[config.mk]
export PLATFORM = sky130hd
export DESIGN_NAME = safe_wrapper_ext_seq
export DESIGN_NICKNAME = d
export VERILOG_FILES = /design/src/rtl/safe_wrapper_ext_seq.sv
export SDC_FILE = /design/constraint.sdc
export NUM_CORES = 1
export LEC_CHECK = 0
export CAP_MARGIN = 10
export CORE_UTILIZATION = 42
export DETAILED_ROUTE_END_ITERATION = 8
export MAX_ROUTING_LAYER = met4
export PLACE_DENSITY_LB_ADDON = 0.25
export SKIP_LAST_GASP = 1
export SYNTH_ARGS = -nofsm -noshare
export SYNTH_HDL_FRONTEND = slang
export SYNTH_SLANG_ARGS = --single-unit
[constraint.sdc]
create_clock -name clk_i -period 2.35 [get_ports clk_i]
set_input_delay 0.3525 -clock clk_i [delete_from_list [all_inputs] [get_ports clk_i]]
set_output_delay 0.3525 -clock clk_i [all_outputs]
set_load 0.01 [all_outputs]
[src/rtl/safe_wrapper_ext_seq.sv]
// safe_wrapper_ext_seq: sequences one job into the safe wrapper controller.
// A request is accepted in IDLE and its configuration is registered. The
// configuration is held for SETUP_CYCLES cycles before start rises. The
// block then waits for the end-of-routine flag, an abort or a watchdog
// timeout, and reports a completion status over a valid/ready handshake.
// Optional feature: define SAFE_WRAPPER_EXT_SEQ_TIMEOUT_EN to build in the
// RUN-cycle watchdog. Without it, timeout_limit_i is ignored and status 01
// is never produced.
module safe_wrapper_ext_seq #(
  parameter int unsigned SETUP_CYCLES = 4,
  parameter int unsigned TIMEOUT_W    = 16
) (
  input  logic                 clk_i,
  input  logic                 rst_ni,
  // job request
  input  logic                 req_valid_i,
  output logic                 req_ready_o,
  input  logic [2:0]           req_master_core_i,
  input  logic                 req_safe_mode_i,
  input  logic [1:0]           req_safe_configuration_i,
  input  logic                 req_critical_section_i,
  input  logic [31:0]          req_boot_addr_i,
  input  logic [TIMEOUT_W-1:0] timeout_limit_i,
  input  logic                 abort_i,
  // safe wrapper controller side
  output logic [2:0]           ext_master_core_o,
  output logic                 ext_safe_mode_o,
  output logic [1:0]           ext_safe_configuration_o,
  output logic                 ext_critical_section_o,
  output logic                 ext_start_o,
  output logic [31:0]          boot_addr_o,
  input  logic                 end_sw_routine_i,
  // completion
  output logic                 done_valid_o,
  input  logic                 done_ready_i,
  output logic [1:0]           done_status_o,
  output logic                 busy_o
);

  localparam int unsigned CNT_W        = 8;
  localparam int unsigned BLANK_W      = 2;
  localparam int unsigned BLANK_CYCLES = 2;

  localparam logic [1:0] ST_OK      = 2'b00;
  localparam logic [1:0] ST_TIMEOUT = 2'b01;
  localparam logic [1:0] ST_ABORT   = 2'b10;

  typedef enum logic [1:0] {
    IDLE  = 2'd0,
    SETUP = 2'd1,
    RUN   = 2'd2,
    DONE  = 2'd3
  } state_e;

  typedef struct packed {
    logic [2:0]  master_core;
    logic        safe_mode;
    logic [1:0]  safe_configuration;
    logic        critical_section;
    logic [31:0] boot_addr;
  } cfg_t;

  state_e             state_q, state_d;
  logic [CNT_W-1:0]   setup_cnt_q, setup_cnt_d;
  logic [BLANK_W-1:0] blank_q, blank_d;
  logic [1:0]         status_q, status_d;
  cfg_t               cfg_q, cfg_d;
  logic               start_q, start_d;
  logic               done_valid_q, done_valid_d;
  logic               req_ready_q, req_ready_d;
  logic               busy_q, busy_d;

  logic               req_fire;
  logic               end_ok;
  logic               timeout_hit;

  assign req_fire = req_valid_i && req_ready_q;

  // End flag only counts once the blanking window after start has elapsed
  assign end_ok = end_sw_routine_i && (blank_q == BLANK_W'(BLANK_CYCLES));

`ifdef SAFE_WRAPPER_EXT_SEQ_TIMEOUT_EN
  logic [TIMEOUT_W-1:0] wd_q, wd_d;

  // wd_q holds the RUN cycles already completed, so the current one is wd_q+1
  assign timeout_hit = (timeout_limit_i != '0) &&
                       (wd_q >= (timeout_limit_i - TIMEOUT_W'(1)));

  // Watchdog counter register
  always_ff @(posedge clk_i or negedge rst_ni) begin
    if (!rst_ni) begin
      wd_q <= '0;
    end else begin
      wd_q <= wd_d;
    end
  end

  // Cleared on RUN entry, saturating count while in RUN
  always_comb begin
    wd_d = wd_q;
    if (state_q == SETUP && setup_cnt_q == '0) begin
      wd_d = '0;
    end else if (state_q == RUN && !(&wd_q)) begin
      wd_d = wd_q + TIMEOUT_W'(1);
    end
  end
`else
  logic unused_timeout_limit;

  assign unused_timeout_limit = ^timeout_limit_i;
  assign timeout_hit          = 1'b0;
`endif

  // State and counter registers
  always_ff @(posedge clk_i or negedge rst_ni) begin
    if (!rst_ni) begin
      state_q     <= IDLE;
      setup_cnt_q <= '0;
      blank_q     <= '0;
      status_q    <= ST_OK;
    end else begin
      state_q     <= state_d;
      setup_cnt_q <= setup_cnt_d;
      blank_q     <= blank_d;
      status_q    <= status_d;
    end
  end

  // Next-state, counter and completion-status logic
  always_comb begin
    state_d     = state_q;
    setup_cnt_d = setup_cnt_q;
    blank_d     = blank_q;
    status_d    = status_q;
    case (state_q)
      IDLE: begin
        if (req_fire) begin
          state_d     = SETUP;
          setup_cnt_d = CNT_W'(SETUP_CYCLES - 1);
        end
      end
      SETUP: begin
        if (abort_i) begin
          state_d  = DONE;
          status_d = ST_ABORT;
        end else if (setup_cnt_q == '0) begin
          state_d = RUN;
          blank_d = '0;
        end else begin
          setup_cnt_d = setup_cnt_q - CNT_W'(1);
        end
      end
      RUN: begin
        if (blank_q != BLANK_W'(BLANK_CYCLES)) begin
          blank_d = blank_q + BLANK_W'(1);
        end
        if (abort_i) begin
          state_d  = DONE;
          status_d = ST_ABORT;
        end else if (end_ok) begin
          state_d  = DONE;
          status_d = ST_OK;
        end else if (timeout_hit) begin
          state_d  = DONE;
          status_d = ST_TIMEOUT;
        end
      end
      DONE: begin
        if (done_ready_i) begin
          state_d = IDLE;
        end
      end
      default: state_d = IDLE;
    endcase
  end

  // Output next values, decoded from the upcoming state so outputs align with it
  always_comb begin
    cfg_d        = cfg_q;
    start_d      = 1'b0;
    done_valid_d = 1'b0;
    req_ready_d  = 1'b0;
    busy_d       = 1'b1;
    if (req_fire) begin
      cfg_d.master_core        = req_master_core_i;
      cfg_d.safe_mode          = req_safe_mode_i;
      cfg_d.safe_configuration = req_safe_configuration_i;
      cfg_d.critical_section   = req_critical_section_i;
      cfg_d.boot_addr          = req_boot_addr_i;
    end
    case (state_d)
      IDLE: begin
        req_ready_d = 1'b1;
        busy_d      = 1'b0;
      end
      RUN:     start_d      = 1'b1;
      DONE:    done_valid_d = 1'b1;
      default: ;
    endcase
  end

  // Output registers; the configuration is only rewritten by an accepted request
  always_ff @(posedge clk_i or negedge rst_ni) begin
    if (!rst_ni) begin
      cfg_q        <= '0;
      start_q      <= 1'b0;
      done_valid_q <= 1'b0;
      req_ready_q  <= 1'b1;
      busy_q       <= 1'b0;
    end else begin
      cfg_q        <= cfg_d;
      start_q      <= start_d;
      done_valid_q <= done_valid_d;
      req_ready_q  <= req_ready_d;
      busy_q       <= busy_d;
    end
  end

  assign req_ready_o              = req_ready_q;
  assign ext_master_core_o        = cfg_q.master_core;
  assign ext_safe_mode_o          = cfg_q.safe_mode;
  assign ext_safe_configuration_o = cfg_q.safe_configuration;
  assign ext_critical_section_o   = cfg_q.critical_section;
  assign boot_addr_o              = cfg_q.boot_addr;
  assign ext_start_o              = start_q;
  assign done_valid_o             = done_valid_q;
  assign done_status_o            = status_q;
  assign busy_o                   = busy_q;

endmodule

After elaboration in Yosys (flattened, before gate mapping)
Cells that the tools add are included.

Bits in registers: 57. Output and inout port bits: 45. Input bits: 61.

Mux-type cells: 23. $add $sub $neg: 2. Eq/ne operators: 14. Reduce and logical (&&, ||, !) cells: 10.

Operator list (count): $mux 2 (12); $mux 8 (3); $pmux 8 s2 (1); $ne 2x2->1 const B (7); $eq 2x2->1 const B (5); $logic_not 8->1 (1); $pmux 2 s2 (2); $pmux 2 s4 (1); $reduce_and 4->1 (2); $sub 8x1->8 const B (1); $logic_not 2->1 (2); $mux 1 (4); $reduce_bool 2->1 (2); $ne 3x3->1 const B (1); $reduce_and 3->1 (1); $add 2x1->2 const B (1); $eq 2x1->1 const B (1); $logic_and 1x1->1 (2).

Longest topological paths before layout
Gate-level depths: netlist (run 1).

Depth in word-level cells: 7. Depth in mapped cells: 8.

Worst setup path after synthesis (run 1)
OpenSTA, ideal clock, no wires.

Path kind: reg-to-reg. Start: reg state_q[1]. End: reg setup_cnt_q[4]. Path buffers: 1. Stages on the path, launching flop included: 8. Setup time: 77 ps. Data arrival time: 1875 ps. Setup slack: 397 ps. Path through: dfrtp_1 > inv_1 > ha_1 > buf_6 > and2_4 > a211o_1 > or4_1 > a21oi_1.

Longest elaborated chain between the ends: 3.

Ends and longest elaborated chain: start: declaration (line 63) `state_e state_q, state_d;`; start signal: assignment (line 122) `state_q <= state_d;`; $eq 2x1->1 / $logic_not 2->1 (equally long branches) (line 135) `case (state_q)`; $ne 2x2->1 (no source line) / $reduce_bool 2->1 (equally long branches); $reduce_and 4->1 (no source line); end signal: assignment (line 123) `setup_cnt_q <= setup_cnt_d;`; end: declaration (line 64) `logic [CNT_W-1:0] setup_cnt_q, setup_cnt_d;`.

Several ways; a longest one is shown, not always the timed one. A chain may end at the register's enable or synchronous reset.

Worst setup path after layout (run 1)
Start: reg state_q[0]. End: reg req_ready_q, in the netlist req_ready_o.

Longest elaborated chain between the ends: 5.

Ends and longest elaborated chain: $mux 2 (on tied branches) (line 160, 146); $mux 2 (on tied branches) (line 157, 143); $pmux 2 s4 * (line 135); $logic_not 2->1 * (line 191) `case (state_d)`; $mux 1 * (line 191); via req_ready_d (line 70) `logic req_ready_q, req_ready_d;`; end signal: assignment (line 214) `req_ready_q <= req_ready_d;`; end: declaration (line 70).

The timed path passes the listed nets; every way through them passes the cells marked *.

==> key figures, run 1 <==
Floorplan
  • Die height: 78.8 um
  • Core area: 5610 um2
  • Cell row count: 27
  • Initial core utilization: 44.1%
  • DIE AREA: 6200 um2
  • Horiz. Die Dim: 78.8 um
  • Io pins: 106

Setup path
  • Reg2reg start: state_q[0]
  • Crit path largest cell delay: 450 ps
  • Worst Path Max Fanout: 7
  • RR Endpoint: req_ready_o
  • R2r setup slk: 240 ps
  • CP endpoint kind: register
  • Slowest CP cell: dfrtp_1
  • Worst setup path end: req_ready_o
  • CP Cell Sequence: inv_1 -> ha_1 -> or2_2 -> a2111oi_0 -> a211o_1 -> and2_1
  • Req. time, crit path: 2610 ps
  • Worst path depth: 6
  • CP top delay family: compound AO/OA/AOI/OAI gates
  • Reg2Reg Depth: 6
  • Worst setup path class: register to register
  • WP buf/inv: 1
  • Critical path arrival: 2360 ps
  • Crit. Startpoint: state_q[0]
  • Startpoint type of the worst setup path: register

Timing
  • Clk_skew: 4.59 ps
  • RSZ-0062 raised after global routing: no
  • Final Setup Violations: 0
  • Slew HR: 66.0%
  • Final period utilization: 89.8%
  • Minimum clock period: 2110 ps
  • Fmax: 0.474 GHz
  • Fin. Hold Viols: 9
  • Hold slack: -11.6 ps
  • Final Max Slew Viols: 0
  • TNS Setup: 0 ps
  • Setup WS post-layout: 240 ps
  • Worst slew pin tran: 506 ps

Outcome
  • Outcome: finished with violations
  • Failing checks: hold timing

Global routing
  • Vias in the first global route: 1814
  • Largest net degree at the start of global routing: 37
  • Overall Global Routing Usage: 18.5%
  • First-pass GRT wire length: 8590 um
  • Grt total ovfl: 0
  • Initial antenna violation count: 0

CTS
  • Max clock buf depth: 2
  • Cts hold-fix bufs: 0
  • Reg clk slew, reported paths: 110 ps
  • Num Clock Sinks: 56
  • Post-CTS Setup Bufs: 0
  • Clock latency on the worst-skew pair: 310 ps
  • Inserted Clock Buffers: 5
  • CTS tree: yes
  • Clk root buf: clkbuf_8
  • Post-CTS sizing: 0
  • H-tree Lvls: 2

Yosys
  • #FFs+latches synth: 56
  • Synth Instances: 190
  • Synth area leaders: dfrtp_1 (56%), mux2_2 (18%), ha_1 (3.5%)
  • Post-synth top area share: 55.6%
  • Async S/R FF share, synth: 100%
  • Synth Flop Type: dfrtp_1
  • Largest area contributor in the netlist: dfrtp_1
  • Syn avg cell area: 13.0 um2
  • Syn nets: 258
  • Synth cell types: 42
  • YS warnings: 0
  • Sequential area share after synthesis: 56.7%
  • Post-Syn Area: 2470 um2
  • Number of flops mapped to enable cells by yosys: 0

Final layout
  • Diode count: 0
  • Non-filler cells, final: 358
  • Share of layout cells above drive strength 1: 22.0%
  • Area Growth Syn to Fin: 43.9%
  • # nets final: 353

Route
  • Met3 wire len: 355 um
  • Drt total wl: 5160 um
  • DRT Pass-1 Iters: 4
  • Initial detailed-routing violation count: 85
  • Vias/cell: 5.10
  • Remaining DRCs: 0
  • Routed via count: 1825
  • Final antenna-violating net count: 0
  • Routed wl met2: 2460 um
  • Max Used Layer: met4
  • Wire length on met1: 2330 um
  • WL/cell: 14.4 um

Run
  • Max_cap viols: 0

Placed design
  • HPWL Detailed: 3820 um
  • Total placed cells including tap cells: 350
  • Routability cong.: 0.792
  • # port buffers: 88
  • Place WS: 225 ps

Pwr
  • PD cells: 1290 nW/um2
  • Leak: 1.53 nW
  • Max VDD drop: 0.000618 V

Hold path
  • Hold Path Class: input port to async pin
-- cells in the mapped netlist (2+ instances only) --
cell,number
mux2_2,39
ha_1,7
a211oi_1,4
nand2_1,10
nor3_1,2
nor2_1,7
mux2i_1,2
o31ai_1,2
nand4b_1,2
inv_1,9
o21ai_0,4
dfrtp_1,55
a211o_1,2
clkbuf_1,3
nand2b_1,3
or4_1,3
a21oi_1,5
nand3_1,7
-- registers in the layout, indices dropped and copies added, names as in the netlist --
name and cells:
blank_q 2, boot_addr_o 32, busy_o 1, done_status_o 1, done_valid_o 1, ext_critical_section_o 1
ext_master_core_o 3, ext_safe_configuration_o 2, ext_safe_mode_o 1, ext_start_o 1, req_ready_o 1, setup_cnt_q 8
state_q 2
-- report_power, final --
part | internal (mW) | total, mW | leakage (nW) | switching [mW]
registers | 1.43 | 1.71 | 0.667 | 0.276
logic | 1.33 | 2.31 | 0.815 | 0.981
clock network | 0.220 | 0.559 | 0.0463 | 0.340
total | 2.99 | 4.58 | 1.53 | 1.60
-- cells in the final DEF (no fill, tap or decap), drive strengths merged, types with 3 or more instances in the layout --
cell type / netlist / final
clkdlybuf4s50: 0 / 87
dfrtp: 55 / 55
mux2: 39 / 39
inv: 9 / 10
nand2: 10 / 10
nor2: 7 / 7
nand3: 7 / 7
ha: 7 / 7
buf: 3 / 7
a21oi: 5 / 5
clkbuf: 3 / 5
a211oi: 4 / 4
o21ai: 4 / 4
or4: 3 / 3
nand2b: 3 / 3
-- kinds of logic (layout without fill, tap and decap cells) --
logic type	count (synthesis)	after routing	share of synthesized area (%)
AO/OA/AOI/OAI	25	25	8.04
flip-flops	56	56	56.7
buffers and inverters	15	111	2.78
other	1	1	0.152
multiplexers	41	41	18.6
AND/OR/NAND/NOR	45	45	10.3
adder cells (fa/ha/maj)	7	7	3.54
-- per-stage QoR --
step | instance area (um2) | util (%) | power, mW
3_5_place_dp | 3470 | 61.8 | 4.06
6_report | 3560 | 63.5 | 4.58
3_3_place_gp | 3470 | 61.8 | 3.99
4_1_cts | 3560 | 63.5 | 4.63
5_1_grt | 3560 | 63.5 | 4.90
2_1_floorplan | 2470 | - | 2.92
-- area by class of cell --
cell class	instances	area, um2
fill	472	2050
sequential	56	1400
multi-input combinational	119	1010
timing repair buffer	94	933
tap	72	90.1
clock buffer	5	68.8
inverter	9	33.8
clock inverter	3	27.5
-- routing by layer --
metal / GRT usage (%) / up-vias
li1: - / 873
met1: 24.2 / 897
met2: 27.7 / 53
met3: 7.01 / 2
met4: 3.52 / 0
met5: - / -
-- worst min-delay path by stage --
stage	endpoint	cells past startpoint	startpoint
finish	boot_addr_o[10]	1	rst_ni
global route	boot_addr_o[29]	1	rst_ni
CTS	boot_addr_o[10]	1	rst_ni
detailed placement	boot_addr_o[10]	1	rst_ni
global placement	boot_addr_o[10]	1	rst_ni
floorplan	blank_q[0]	0	rst_ni
Note: power is estimated with default switching activity, not from simulation.
==> inputs of run 2 (changes only) <==
--- a/config.mk
+++ b/config.mk
@@ -6,6 +6,7 @@
 export NUM_CORES = 1
 export LEC_CHECK = 0
 export CAP_MARGIN = 10
+export CORE_MARGIN = 5
 export CORE_UTILIZATION = 42
 export DETAILED_ROUTE_END_ITERATION = 8
 export MAX_ROUTING_LAYER = met4
==> constraint.sdc (replaced) <==
create_clock -name clk_i -period 2.35 [get_ports clk_i]
set_input_delay 0.47 -clock clk_i [delete_from_list [all_inputs] [get_ports clk_i]]
set_output_delay 0.47 -clock clk_i [all_outputs]
set_load 0.01 [all_outputs]
==> run 2 against run 1 <==
  * The flow now finishes without violations
  * Die area increased by 21%
  * Setup slack got worse by 24 ps
  * Power rose by 1.1%
  * Non-clock buffer count decreased by 1
  * Critical path type unchanged
  * Final cell count grew 0.56%
  * Sequential power is essentially flat
  * Global-route usage decreased by 2.7 points
  * Combinational power is essentially flat
  * Register-to-register slack worse by 20 ps
==> key figures, run 2 (synthesized netlist as in run 1, its figures left out) <==
Global routing
  • Overall Global Routing Usage: 15.8%
  • Grt met1 use: 20.9%
  • Initial antenna violation count: 0
  • Busiest grt layer: met2
  • First-pass GRT wire length: 9110 um
  • GR Util met3: 5.42%
  • Grt total ovfl: 0
  • Vias in the first global route: 1873
  • Largest net degree at the start of global routing: 45
  • Met2 Track Usage GR: 23.5%

CTS
  • Post-CTS Setup Bufs: 0
  • Post-CTS sizing: 0
  • Max clock buf depth: 2
  • Inserted Clock Buffers: 5
  • Reg clk slew, reported paths: 100 ps
  • H-tree Lvls: 2
  • Num Clock Sinks: 56
  • CTS tree: yes
  • Clk root buf: clkbuf_8
  • Clock latency on the worst-skew pair: 300 ps
  • Cts hold-fix bufs: 0

Setup path
  • WP buf/inv: 1
  • CP top delay family: simple AND/OR/NAND/NOR gates
  • RR Endpoint: setup_cnt_q[6]
  • Startpoint type of the worst setup path: register
  • Req. time, crit path: 2570 ps
  • Worst Path Max Fanout: 10
  • CP endpoint kind: register
  • Crit path largest cell delay: 510 ps
  • Worst setup path class: register to register
  • R2r setup slk: 220 ps
  • Slowest CP cell: or4_1
  • CP Cell Sequence: inv_1 -> ha_1 -> and2_4 -> a211o_1 -> or4_1 -> a21oi_1
  • Reg2reg start: state_q[1]
  • Critical path arrival: 2350 ps
  • Reg2Reg Depth: 6

Pwr
  • PD cells: 1290 nW/um2
  • Leak: 1.54 nW
  • Max VDD drop: 0.000706 V
  • Total power: 4.63 mW

Floorplan
  • Die height: 86.8 um
  • Initial core utilization: 42.6%
  • Io pins: 106
  • DIE AREA: 7530 um2
  • Horiz. Die Dim: 86.8 um
  • Cell row count: 28
  • Core area: 5820 um2

Final layout
  • Final-layout fill cell count: 490
  • Non-filler cells, final: 360
  • # nets final: 352
  • Diode count: 0
  • Area of the multi-input gates: 1010 um2
  • Most frequent cells in the layout: clkdlybuf4s50_1 (87), dfrtp_1 (55), mux2_2 (39)
  • Area Growth Syn to Fin: 44.7%
  • Max reg flops: 32
  • Sequential cell area: 1400 um2
  • Leading cell type in the layout, fill and taps excluded: clkdlybuf4s50_1
  • Share of layout cells above drive strength 1: 21.1%

Route
  • Remaining DRCs: 0
  • Final antenna-violating net count: 0
  • Vias/cell: 5.07
  • Initial detailed-routing violation count: 95
  • Routed via count: 1824
  • DRT Pass-1 Iters: 4
  • Drt total wl: 5410 um
  • WL/cell: 15.0 um

Timing
  • TNS Setup: 0 ps
  • Clk_skew: 10.1 ps
  • Minimum clock period: 2130 ps
  • Final Max Slew Viols: 0
  • Final Setup Violations: 0
  • RSZ-0062 raised after global routing: no
  • Hold slack: 52.7 ps
  • Setup WS post-layout: 216 ps
  • Final period utilization: 90.8%
  • Fin. Hold Viols: 0
  • Fmax: 0.469 GHz

Placed design
  • Routability cong.: 0.834
  • Place WS: 197 ps
  • HPWL Detailed: 4000 um
  • # port buffers: 88
  • Total placed cells including tap cells: 352

Hold path
  • Hold Path Class: input port to async pin

Run
  • Max_cap viols: 0

Outcome
  • Outcome: finished clean
run 2: per-layer routing:
layer / vias to the layer above / share of wire [%] / routed length (um)
met5: - / 0 / 0
met4: 0 / 0.42 / 23
met3: 2 / 7.5 / 404
met2: 57 / 48 / 2600
met1: 891 / 44 / 2390
li1: 874 / - / -
run 2: report_power, final:
part | switching [mW] | internal, mW | total [mW]
Sequential | 0.273 | 1.44 | 1.71
Combinational | 0.984 | 1.33 | 2.32
Clock | 0.291 | 0.319 | 0.611
run 2: worst reg2reg max path, cell delays in order, from the launching register on:
cell	delay (ps)
dfrtp_1	440
inv_1	100
ha_1	310
and2_4	210
a211o_1	330
or4_1	510
a21oi_1	160
run 2: cell type report:
class                   count  share of cell area (%)
inverters                   9                   0.943
flip-flops and latches     56                    39.2
clock inverters             1                   0.839
clock buffers               7                    2.13
multi-input cells         119                    28.1
well taps                  75                    2.62
repair buffers             93                    26.2
run 2: worst max-delay path by stage:
stage / startpoint / to / slack, ps / cells after the start
6_report: state_q[1] / setup_cnt_q[6] / 220 / 6
5_1_grt: state_q[1] / setup_cnt_q[4] / 100 / 6
4_1_cts: state_q[1] / setup_cnt_q[6] / 220 / 6
3_5_place_dp: req_valid_i / setup_cnt_q[6] / 200 / 5
3_3_place_gp: req_valid_i / setup_cnt_q[6] / 210 / 5
2_1_floorplan: state_q[1] / setup_cnt_q[4] / 400 / 7
run 2: per-stage QoR:
| step | util, % | area [um2] |
|---|---|---|
| final | 61.6 | 3580 |
| after CTS | 61.6 | 3580 |
| after global routing | 61.6 | 3580 |
| after global placement | 59.7 | 3470 |
| after floorplan | - | 2470 |
| after detailed placement | 59.7 | 3470 |
==> inputs of run 3 (changes only) <==
--- a/config.mk
+++ b/config.mk
@@ -6,7 +6,6 @@
 export NUM_CORES = 1
 export LEC_CHECK = 0
 export CAP_MARGIN = 10
-export CORE_MARGIN = 5
 export CORE_UTILIZATION = 42
 export DETAILED_ROUTE_END_ITERATION = 8
 export MAX_ROUTING_LAYER = met4
==> run 3 against run 2 <==
  * Flip-flop and latch count is the same
  * Largest power group unchanged
  * Die area shrank 18%
  * Final area shrank 0.87%
  * Highest routed layer unchanged
  * Utilization grew 1.7 points
  * Largest cell class unchanged
  * Combinational power is essentially flat
  * Final cell count shrank 1.1%
  * Count of clock-buffer cells in the layout shrank 1
  * Non-clock buffer count shrank 1
  * Setup slack is essentially flat
==> key figures, run 3 (synthesized netlist as in run 1, its figures left out) <==
Outcome
  • Outcome: finished clean

Timing
  • Hold slack: 121 ps
  • Final Max Slew Viols: 0
  • Final Setup Violations: 0
  • Fin. Hold Viols: 0
  • TNS Setup: 0 ps
  • Final period utilization: 90.8%
  • Fmax: 0.469 GHz
  • Clk_skew: 13.5 ps
  • RSZ-0062 raised after global routing: no
  • Minimum clock period: 2130 ps
  • Slew HR: 66.4%
  • Worst slew pin tran: 499 ps

Final layout
  • Max reg flops: 32
  • Most frequent cells in the layout: clkdlybuf4s50_1 (87), dfrtp_1 (55), mux2_2 (39)
  • Sequential cell area: 1400 um2
  • Area of the multi-input gates: 1010 um2
  • Non-filler cells, final: 356
  • Leading cell type in the layout, fill and taps excluded: clkdlybuf4s50_1
  • Area Growth Syn to Fin: 43.4%
  • Final-layout fill cell count: 461
  • # nets final: 351
  • Layout Utilization: 63.3%
  • Diode count: 0
  • Share of layout cells above drive strength 1: 21.1%

Floorplan
  • Cell row count: 27
  • Die height: 78.8 um
  • Io pins: 106
  • Horiz. Die Dim: 78.8 um
  • Initial core utilization: 44.1%
  • DIE AREA: 6200 um2
  • Core area: 5610 um2

Setup path
  • Worst path depth: 6
  • CP top delay family: simple AND/OR/NAND/NOR gates
  • WP buf/inv: 1
  • Reg2reg start: state_q[1]
  • Critical path arrival: 2360 ps
  • CP Cell Sequence: inv_1 -> ha_1 -> and2_4 -> a211o_1 -> or4_1 -> a21oi_1
  • Startpoint type of the worst setup path: register
  • Worst setup path class: register to register
  • Crit path largest cell delay: 510 ps
  • CP endpoint kind: register
  • Req. time, crit path: 2580 ps
  • Crit. Startpoint: state_q[1]
  • Reg2Reg Depth: 6
  • Worst Path Max Fanout: 10
  • Slowest CP cell: or4_1

CTS
  • Num Clock Sinks: 56
  • Post-CTS Setup Bufs: 0
  • Clk root buf: clkbuf_8
  • CTS tree: yes
  • Inserted Clock Buffers: 5
  • Max clock buf depth: 2
  • H-tree Lvls: 2
  • Cts hold-fix bufs: 0
  • Clock latency on the worst-skew pair: 310 ps
  • Post-CTS sizing: 0
  • Reg clk slew, reported paths: 100 ps

Placed design
  • HPWL Detailed: 3720 um
  • Routability cong.: 0.771
  • # port buffers: 88
  • Total placed cells including tap cells: 348

Pwr
  • Power Internal: 2.98 mW
  • Leak: 1.52 nW
  • Clk network pwr share: 11.5%
  • Combinational Power Share: 50.9%
  • Power share of the sequential group: 37.6%
  • PD cells: 1280 nW/um2
  • Total power: 4.55 mW
  • Switching power total: 1.57 mW
  • Max VDD drop: 0.000767 V
  • Sw Share: 34.5%

Global routing
  • First-pass GRT wire length: 8710 um
  • Grt total ovfl: 0
  • Overall Global Routing Usage: 18.5%
  • Vias in the first global route: 1937
  • Initial antenna violation count: 0
  • Largest net degree at the start of global routing: 57

Route
  • DRT Pass-1 Iters: 4
  • Vias/cell: 5.10
  • Initial detailed-routing violation count: 30
  • Remaining DRCs: 0
  • WL/cell: 14.6 um
  • Routed via count: 1815
  • Drt total wl: 5210 um
  • Final antenna-violating net count: 0

Hold path
  • Hold Path Class: input port to async pin

Run
  • Max_cap viols: 0
[run 3: cell count changes in the layout (fill, tap and decap cells not counted)]
cell / delta
buf_4: -1
bufinv_16: -1
clkbuf_1: -1
inv_6: +1
clkinv_2: +1
[run 3: cell type report]
type / count / share of cell area [%]
clock buffer: 6 / 2.04
clock inverter: 2 / 0.388
tap: 72 / 2.54
sequential: 56 / 39.5
timing repair buffer: 92 / 26.2
multi-input combinational: 119 / 28.3
inverter: 9 / 0.952
[run 3: through the flow]
stage	worst slack, ps	cell area (um2)
3_3_place_gp	169	3460
5_1_grt	40.5	3550
3_5_place_dp	168	3460
2_1_floorplan	397	2470
6_report	216	3550
4_1_cts	208	3550
[run 3: path summary, 6_finish.rpt]
check	end	slack [ps]
min in group clk_i	done_status_o[1]	480
min	blank_q[1]	120
min reg2reg	done_status_o[1]	480
max in group asynchronous	req_ready_o	1940
max	setup_cnt_q[6]	220
max reg2reg	setup_cnt_q[6]	220
[run 3: power by group through the flow]
| stage | Sequential [mW] | Clock (mW) | Combinational [mW] |
|---|---|---|---|
| finish | 1.71 | 0.525 | 2.31 |
| global route | 1.78 | 0.578 | 2.51 |
| CTS | 1.71 | 0.548 | 2.34 |
| detailed placement | 1.73 | 0 | 2.33 |
| global placement | 1.71 | 0 | 2.28 |
| floorplan | 1.88 | 0 | 1.03 |
[run 3: per-layer routing]
layer,vias to the layer above,global-route usage (%),wire [um]
li1,864,-,-
met3,6,5.29,346
met1,883,23.7,2390
met2,62,29.0,2410
met4,0,5.00,60
met5,-,-,0
